File: src/rtl/conv_stream_engine.sv
// Streaming KxK convolution engine.
// Raster-order pixels are turned into KxK windows using K-1 line buffers. Each
// window is convolved with one channel of an on-chip signed weight bank.
// Optional ReLU is applied, and results stream out under valid/ready
// backpressure.
module conv_stream_engine #(
    parameter int IMG_H  = 16,
    parameter int IMG_W  = 15,
    parameter int K      = 3,
    parameter int DATA_W = 8,
    parameter int WGT_W  = 8,
    parameter int ACC_W  = 24,
    parameter int CHAN   = 10
) (
    input  logic                       clk,
    input  logic                       rst,
    input  logic                       start,
    input  logic [$clog2(CHAN)-1:0]    cfg_chan,
    input  logic                       cfg_relu_en,
    output logic                       busy,
    output logic                       done,
    input  logic                       w_wr_en,
    input  logic [$clog2(CHAN)-1:0]    w_wr_chan,
    input  logic [$clog2(K*K)-1:0]     w_wr_idx,
    input  logic [WGT_W-1:0]           w_wr_data,
    input  logic                       in_valid,
    output logic                       in_ready,
    input  logic [DATA_W-1:0]          in_data,
    output logic                       out_valid,
    input  logic                       out_ready,
    output logic [ACC_W-1:0]           out_data,
    output logic [$clog2(IMG_H)-1:0]   out_row,
    output logic [$clog2(IMG_W)-1:0]   out_col,
    output logic                       out_last
);

    localparam int CH_W = $clog2(CHAN);
    localparam int IX_W = $clog2(K*K);
    localparam int RW   = $clog2(IMG_H);
    localparam int CW   = $clog2(IMG_W);
    localparam int KK   = K * K;

    localparam logic [CH_W:0]   CHAN_L  = (CH_W+1)'(CHAN);
    localparam logic [IX_W:0]   KK_L    = (IX_W+1)'(KK);
    localparam logic [RW-1:0]   ROW_MAX = RW'(IMG_H - 1);
    localparam logic [RW-1:0]   ROW_K1  = RW'(K - 1);
    localparam logic [CW-1:0]   COL_MAX = CW'(IMG_W - 1);
    localparam logic [CW-1:0]   COL_K1  = CW'(K - 1);

    typedef enum logic [1:0] {
        S_IDLE  = 2'd0,
        S_RUN   = 2'd1,
        S_FLUSH = 2'd2,
        S_DONE  = 2'd3
    } state_t;

    typedef logic [DATA_W-1:0] px_t;
    typedef logic [WGT_W-1:0]  wgt_t;

    // Pixel zero-extended, weight sign-extended. The product is kept modulo
    // 2^ACC_W, so the sum wraps naturally.
    function automatic logic [ACC_W-1:0] mul_tap(input px_t px, input wgt_t w);
        logic signed [ACC_W-1:0] px_ext;
        logic signed [ACC_W-1:0] w_ext;
        px_ext = {{(ACC_W-DATA_W){1'b0}}, px};
        w_ext  = {{(ACC_W-WGT_W){w[WGT_W-1]}}, w};
        return px_ext * w_ext;
    endfunction

    state_t            state_q, state_d;
    logic [CH_W-1:0]   chan_q, chan_d;
    logic              relu_q, relu_d;
    logic [RW-1:0]     row_q, row_d;
    logic [CW-1:0]     col_q, col_d;
    logic              busy_q, busy_d;
    logic              done_q, done_d;
    wgt_t              w_q   [CHAN][KK];
    wgt_t              w_d   [CHAN][KK];
    px_t               lb_q  [K-1][IMG_W];
    px_t               lb_d  [K-1][IMG_W];
    px_t               win_q [K][K];
    px_t               win_d [K][K];
    logic              out_valid_q, out_valid_d;
    logic [ACC_W-1:0]  out_data_q, out_data_d;
    logic [RW-1:0]     out_row_q, out_row_d;
    logic [CW-1:0]     out_col_q, out_col_d;
    logic              out_last_q, out_last_d;

    logic              in_ready_s;
    logic              px_fire_s;
    logic              out_fire_s;
    logic              last_px_s;
    logic              win_done_s;
    logic              start_ok_s;
    px_t               col_s [K];
    px_t               sh_s  [K][K];
    logic [ACC_W-1:0]  sum_s;
    logic [ACC_W-1:0]  res_s;

    // Handshake qualifiers and frame-position decodes.
    always_comb begin
        in_ready_s = (state_q == S_RUN) && (!out_valid_q || out_ready);
        px_fire_s  = in_valid && in_ready_s;
        out_fire_s = out_valid_q && out_ready;
        last_px_s  = (row_q == ROW_MAX) && (col_q == COL_MAX);
        win_done_s = px_fire_s && (row_q >= ROW_K1) && (col_q >= COL_K1);
        start_ok_s = start && ({1'b0, cfg_chan} < CHAN_L);
    end

    // Window as it will look after the current pixel: older columns shift left,
    // and the new column comes from the line buffers plus the incoming pixel.
    always_comb begin
        for (int i = 0; i < K-1; i++) begin
            col_s[i] = lb_q[i][col_q];
        end
        col_s[K-1] = in_data;
        for (int i = 0; i < K; i++) begin
            for (int j = 0; j < K-1; j++) begin
                sh_s[i][j] = win_q[i][j+1];
            end
            sh_s[i][K-1] = col_s[i];
        end
    end

    // Multiply-accumulate over the shifted window, then apply optional ReLU.
    always_comb begin
        sum_s = {ACC_W{1'b0}};
        for (int i = 0; i < K; i++) begin
            for (int j = 0; j < K; j++) begin
                sum_s = sum_s + mul_tap(sh_s[i][j], w_q[chan_q][i*K+j]);
            end
        end
        if (relu_q && sum_s[ACC_W-1]) begin
            res_s = {ACC_W{1'b0}};
        end else begin
            res_s = sum_s;
        end
    end

    // FSM state register.
    always_ff @(posedge clk) begin
        if (rst) begin
            state_q <= S_IDLE;
        end else begin
            state_q <= state_d;
        end
    end

    // FSM next-state logic.
    always_comb begin
        state_d = state_q;
        case (state_q)
            S_IDLE: begin
                if (start_ok_s) state_d = S_RUN;
                else            state_d = S_IDLE;
            end
            S_RUN: begin
                if (px_fire_s && last_px_s) state_d = S_FLUSH;
                else                        state_d = S_RUN;
            end
            S_FLUSH: begin
                if (out_fire_s && out_last_q) state_d = S_DONE;
                else                          state_d = S_FLUSH;
            end
            S_DONE:  state_d = S_IDLE;
            default: state_d = S_IDLE;
        endcase
    end

    // FSM outputs, registered from the next state so done and busy line up
    // with the DONE cycle.
    always_comb begin
        busy_d = (state_d == S_RUN) || (state_d == S_FLUSH);
        done_d = (state_d == S_DONE);
    end

    // Frame configuration and raster position counters.
    always_comb begin
        chan_d = chan_q;
        relu_d = relu_q;
        row_d  = row_q;
        col_d  = col_q;
        if ((state_q == S_IDLE) && start_ok_s) begin
            chan_d = cfg_chan;
            relu_d = cfg_relu_en;
            row_d  = {RW{1'b0}};
            col_d  = {CW{1'b0}};
        end else if (px_fire_s) begin
            if (col_q == COL_MAX) begin
                col_d = {CW{1'b0}};
                if (row_q == ROW_MAX) row_d = {RW{1'b0}};
                else                  row_d = row_q + 1'b1;
            end else begin
                col_d = col_q + 1'b1;
            end
        end else begin
            col_d = col_q;
        end
    end

    // Weight bank writes are accepted only while idle, and only for in-range
    // addresses.
    always_comb begin
        w_d = w_q;
        if ((state_q == S_IDLE) && w_wr_en && ({1'b0, w_wr_chan} < CHAN_L)
            && ({1'b0, w_wr_idx} < KK_L)) begin
            w_d[w_wr_chan][w_wr_idx] = w_wr_data;
        end else begin
            w_d = w_q;
        end
    end

    // Line buffers move one row up per column, and the window register shifts
    // on every consumed pixel.
    always_comb begin
        lb_d  = lb_q;
        win_d = win_q;
        if (px_fire_s) begin
            for (int i = 0; i < K-2; i++) begin
                lb_d[i][col_q] = lb_q[i+1][col_q];
            end
            lb_d[K-2][col_q] = in_data;
            win_d = sh_s;
        end else begin
            win_d = win_q;
        end
    end

    // Output slot: loading has priority, so a new result can replace the one
    // being handed off in the same cycle.
    always_comb begin
        out_valid_d = out_valid_q;
        out_data_d  = out_data_q;
        out_row_d   = out_row_q;
        out_col_d   = out_col_q;
        out_last_d  = out_last_q;
        if (win_done_s) begin
            out_valid_d = 1'b1;
            out_data_d  = res_s;
            out_row_d   = row_q - ROW_K1;
            out_col_d   = col_q - COL_K1;
            out_last_d  = last_px_s;
        end else if (out_fire_s) begin
            out_valid_d = 1'b0;
        end else begin
            out_valid_d = out_valid_q;
        end
    end

    // Control, status and output registers.
    always_ff @(posedge clk) begin
        if (rst) begin
            chan_q      <= {CH_W{1'b0}};
            relu_q      <= 1'b0;
            row_q       <= {RW{1'b0}};
            col_q       <= {CW{1'b0}};
            busy_q      <= 1'b0;
            done_q      <= 1'b0;
            out_valid_q <= 1'b0;
            out_data_q  <= {ACC_W{1'b0}};
            out_row_q   <= {RW{1'b0}};
            out_col_q   <= {CW{1'b0}};
            out_last_q  <= 1'b0;
        end else begin
            chan_q      <= chan_d;
            relu_q      <= relu_d;
            row_q       <= row_d;
            col_q       <= col_d;
            busy_q      <= busy_d;
            done_q      <= done_d;
            out_valid_q <= out_valid_d;
            out_data_q  <= out_data_d;
            out_row_q   <= out_row_d;
            out_col_q   <= out_col_d;
            out_last_q  <= out_last_d;
        end
    end

    // Storage arrays: weight bank, line buffers and window register.
    always_ff @(posedge clk) begin
        if (rst) begin
            for (int i = 0; i < CHAN; i++) begin
                for (int j = 0; j < KK; j++) begin
                    w_q[i][j] <= {WGT_W{1'b0}};
                end
            end
            for (int i = 0; i < K-1; i++) begin
                for (int j = 0; j < IMG_W; j++) begin
                    lb_q[i][j] <= {DATA_W{1'b0}};
                end
            end
            for (int i = 0; i < K; i++) begin
                for (int j = 0; j < K; j++) begin
                    win_q[i][j] <= {DATA_W{1'b0}};
                end
            end
        end else begin
            w_q   <= w_d;
            lb_q  <= lb_d;
            win_q <= win_d;
        end
    end

    assign in_ready  = in_ready_s;
    assign busy      = busy_q;
    assign done      = done_q;
    assign out_valid = out_valid_q;
    assign out_data  = out_data_q;
    assign out_row   = out_row_q;
    assign out_col   = out_col_q;
    assign out_last  = out_last_q;

endmodule

File: config.mk
export PLATFORM = sky130hd
export DESIGN_NAME = conv_stream_engine
export DESIGN_NICKNAME = d
export VERILOG_FILES = /design/src/rtl/conv_stream_engine.sv
export SDC_FILE = /design/constraint.sdc
export NUM_CORES = 2
export LEC_CHECK = 0
export ABC_AREA = 1
export CAP_MARGIN = 10
export CELL_PAD_IN_SITES_DETAIL_PLACEMENT = 1
export CELL_PAD_IN_SITES_GLOBAL_PLACEMENT = 2
export CORE_ASPECT_RATIO = 1.5
export CORE_UTILIZATION = 43
export CTS_BUF_LIST = sky130_fd_sc_hd__clkbuf_8
export DETAILED_ROUTE_END_ITERATION = 16
export GPL_TIMING_DRIVEN = 0
export PLACE_DENSITY = 0.94
export SYNTH_ARGS = -nofsm -noshare
export SYNTH_HDL_FRONTEND = slang
export SYNTH_SLANG_ARGS = --single-unit
File: constraint.sdc
create_clock -name clk -period 20.6 [get_ports clk]
set_input_delay 2.06 -clock clk [delete_from_list [all_inputs] [get_ports clk]]
set_output_delay 2.06 -clock clk [all_outputs]
set_load 0.01 [all_outputs]
==> results.py <==
metrics = {
    "critical_path": {
        "critical_path_required_ps": 21510,
        "crit_cells": 51,
        "regToRegStartpoint": "chan_q[2]",
        "cpLargestDelayFamily": "adder cells",
        "reg2regPathDepth": 51,
        "reg2reg_slack_ps": 7220,
        "path_class": "reg2reg",
        "arrival_ps": 14300,
        "crit_path_frequent_cell": "inv_1",
        "max_stage_delay_ps": 970,
        "crit_slowest_cell": "buf_1",
        "cp-startpoint": "chan_q[2]",
        "path_max_fanout": 10,
        "critPathLaunchType": "register",
        "crit_path_end_kind": "register",
        "cp_num_buf_inv": 17,
    },
    "placed_design": {
        "port_buffers": 60,
        "place_hpwl_mm": 282,
        "gp_congestion": 1.05,
    },
    "timing": {
        "min_period_ps": 13380,
        "skew_ps": 70.6,
        "drv_slew": 25,
        "finalHoldViolations": 0,
        "max-slew-margin-rel_pct": -1.48,
        "tightestPinTransition_ps": 1520,
        "timing.final.crit_share_pct": 65.0,
        "fin_tns_setup_ps": 0,
        "rsz0062_at_grt": "no",
        "setup_viol": 0,
        "timing.fmax_mhz": 74.7,
    },
    "route": {
        "drc": 0,
        "vias": 65000,
        "drtPass1Iterations": 5,
        "avgRoutedWirePerCell_microns": 32.2,
        "antenna_left": 0,
        "vias_per_cell": 5.91,
        "routed_wl_mm": 354,
        "drt-initial-drc-count": 5131,
    },
    "clocking": {
        "cts-root-buf": "clkbuf_8",
        "post_cts_buffers": 0,
        "clockBufferDepth": 3,
        "clock-sinks": 1059,
        "cts_tree": "built",
        "cts.htree.levels": 4,
        "numCtsBuffers": 178,
        "clkTransAtPathRegs_ps": 70,
        "cts_hold_buffers": 0,
        "clk-insertion-delay-late_ps": 1000,
        "cts-resized-gates": 0,
    },
    "hold_path": {
        "hp-start": "w_q[149]",
        "min_path_cells": 2,
        "hp-class": "reg2reg",
    },
    "global_route": {
        "track_usage_pct": 44.4,
        "antenna_found_initial": 18,
        "grt_max_degree": 17,
        "grt-ovfl-total": 0,
        "first_global_vias": 68800,
        "grt_pass1_wl_mm": 493,
    },
    "cells_and_area": {
        "fin_nets": 9720,
        "fillers": 19200,
        "multiInputGateArea_sq_um": 38100,
        "syn_to_final_growth_pct": 11.0,
        "final_common_cell": "inv_1",
        "mostFrequentLayoutCells": "1438 x inv_1, 1321 x a21oi_1, 1113 x o21ai_0, 1059 x dfxtp_1, 936 x nand2_1",
        "regArea_sq_um": 21200,
        "post_route_cells_drive_above_1_share_pct": 6.49,
    },
    "floorplanning": {
        "die_x_microns": 324,
        "die_area_sq_um": 158000,
        "rows": 177,
        "pin_count": 72,
        "die_h_microns": 486,
        "core_sq_um": 155000,
        "start_util_pct": 43.3,
    },
    "job": {
        "drv_cap": 2,
    },
    "pwr": {
        "ir_drop_mv": 0.665,
        "p_int_mw": 5.17,
        "totalPowerFinal_mw": 10.3,
        "power_frac_clock_pct": 20.3,
        "p_per_area_nw_per_um2": 139,
        "p_leak_nw": 31.6,
        "switchingPower_mw": 5.15,
        "p_seq_share_pct": 20.0,
        "switching_share_pct": 49.9,
        "pwr-share-comb_pct": 59.6,
    },
    "status": {
        "outcome": "finished with violations",
        "violations": "capacitance limit, slew limit",
    },
    "yosys": {
        "yosys_register_bits": 1059,
        "synth-seq-area-share_pct": 31.6,
        "synth_edf_count": 0,
        "ys_async_sr_fraction_pct": 0,
        "synthCells": 8518,
        "mappedNetlistNets": 9456,
        "syn-cell-area_sq_um": 67000,
        "postSynthAreaPerCell_sq_um": 7.87,
        "ys_types": 54,
        "synthFlopType": "dfxtp_1",
        "yosysWarningCount": 0,
    },
}
## path summary, 6_finish.rpt
path                                    end
worst min-delay path               w_q[149]
worst min register to register     w_q[149]
worst max-delay path            out_data[1]
worst max register to register  out_data[1]
## flip-flops by register name (all words and copies together), names as in the netlist
| name | count |
|---|---|
| out_last | 1 |
| busy | 1 |
| out_col | 4 |
| lb_q | 240 |
| done | 1 |
| out_data | 24 |
| out_row | 4 |
| w_q | 720 |
| out_valid | 1 |
| state_q | 2 |
| col_q | 4 |
| chan_q | 4 |
| relu_q | 1 |
| sh_s | 48 |
| row_q | 4 |
## cells in the mapped netlist, types with 34 or more instances
cell type | n | area, sq um
a22oi_1 | 92 | 691
fa_1 | 571 | 11400
a21oi_1 | 1321 | 6610
nand2_1 | 936 | 3510
clkbuf_1 | 348 | 1310
o21ai_0 | 1117 | 5590
ha_1 | 332 | 4150
nor2_1 | 427 | 1600
buf_2 | 138 | 691
buf_1 | 34 | 128
a211oi_1 | 48 | 360
o21a_1 | 160 | 1200
inv_2 | 39 | 146
dfxtp_1 | 1059 | 21200
nand3_1 | 269 | 1350
inv_1 | 1386 | 5200
## layout make-up
cell class	instances	share of cell area, %
tap	2058	3.46
timing repair buffer	84	1.30
multi-input combinational	5468	51.1
antenna	21	0.0706
clock buffer	220	4.07
clock inverter	100	1.04
sequential	1059	28.5
inverter	1442	7.27
buffer	549	3.16
## layer usage
metal	track usage [%]	routed length (microns)	vias up
met1	42.9	116000	32300
met2	73.7	168000	3174
li1	-	-	28100
met4	51.5	47500	4
met3	9.66	23100	1502
met5	0	32	-
## stage by stage
stage	util, %	hold slack, ps	setup WS (ps)	std cells	instance area [sq um]
after floorplan	-	420	9320	8518	67000
after global placement	45.4	429	6600	10600	70200
after detailed placement	45.4	434	6430	10600	70300
after CTS	47.9	444	7350	11000	74100
after global routing	48.1	455	6810	11000	74400
final	48.1	443	7220	11000	74400
## power by group through the flow
stage,logic [mW],clock network (mW),registers [mW]
5_1_grt,6.85,2.17,2.07
3_5_place_dp,6.13,0,2.11
6_report,6.16,2.10,2.07
3_3_place_gp,5.96,0,2.11
4_1_cts,6.16,2.09,2.07
2_1_floorplan,4.03,0,2.11
## cells by family after synthesis
logic type               Yosys count  synth area share [%]
buffers and inverters           1991                  11.6
adder cells (fa/ha/maj)          903                  23.2
AND/OR/NAND/NOR                 1729                  10.8
XOR/XNOR                          21                 0.274
multiplexers                       7                 0.105
flip-flops                      1059                  31.6
AO/OA/AOI/OAI                   2808                  22.4
## tightest hold or removal path, stage by stage (launching register included)
cell and delay [ps]:
dfxtp_1 300, inv_1 40, a21oi_1 50
Power figures use the tool's default switching activity.
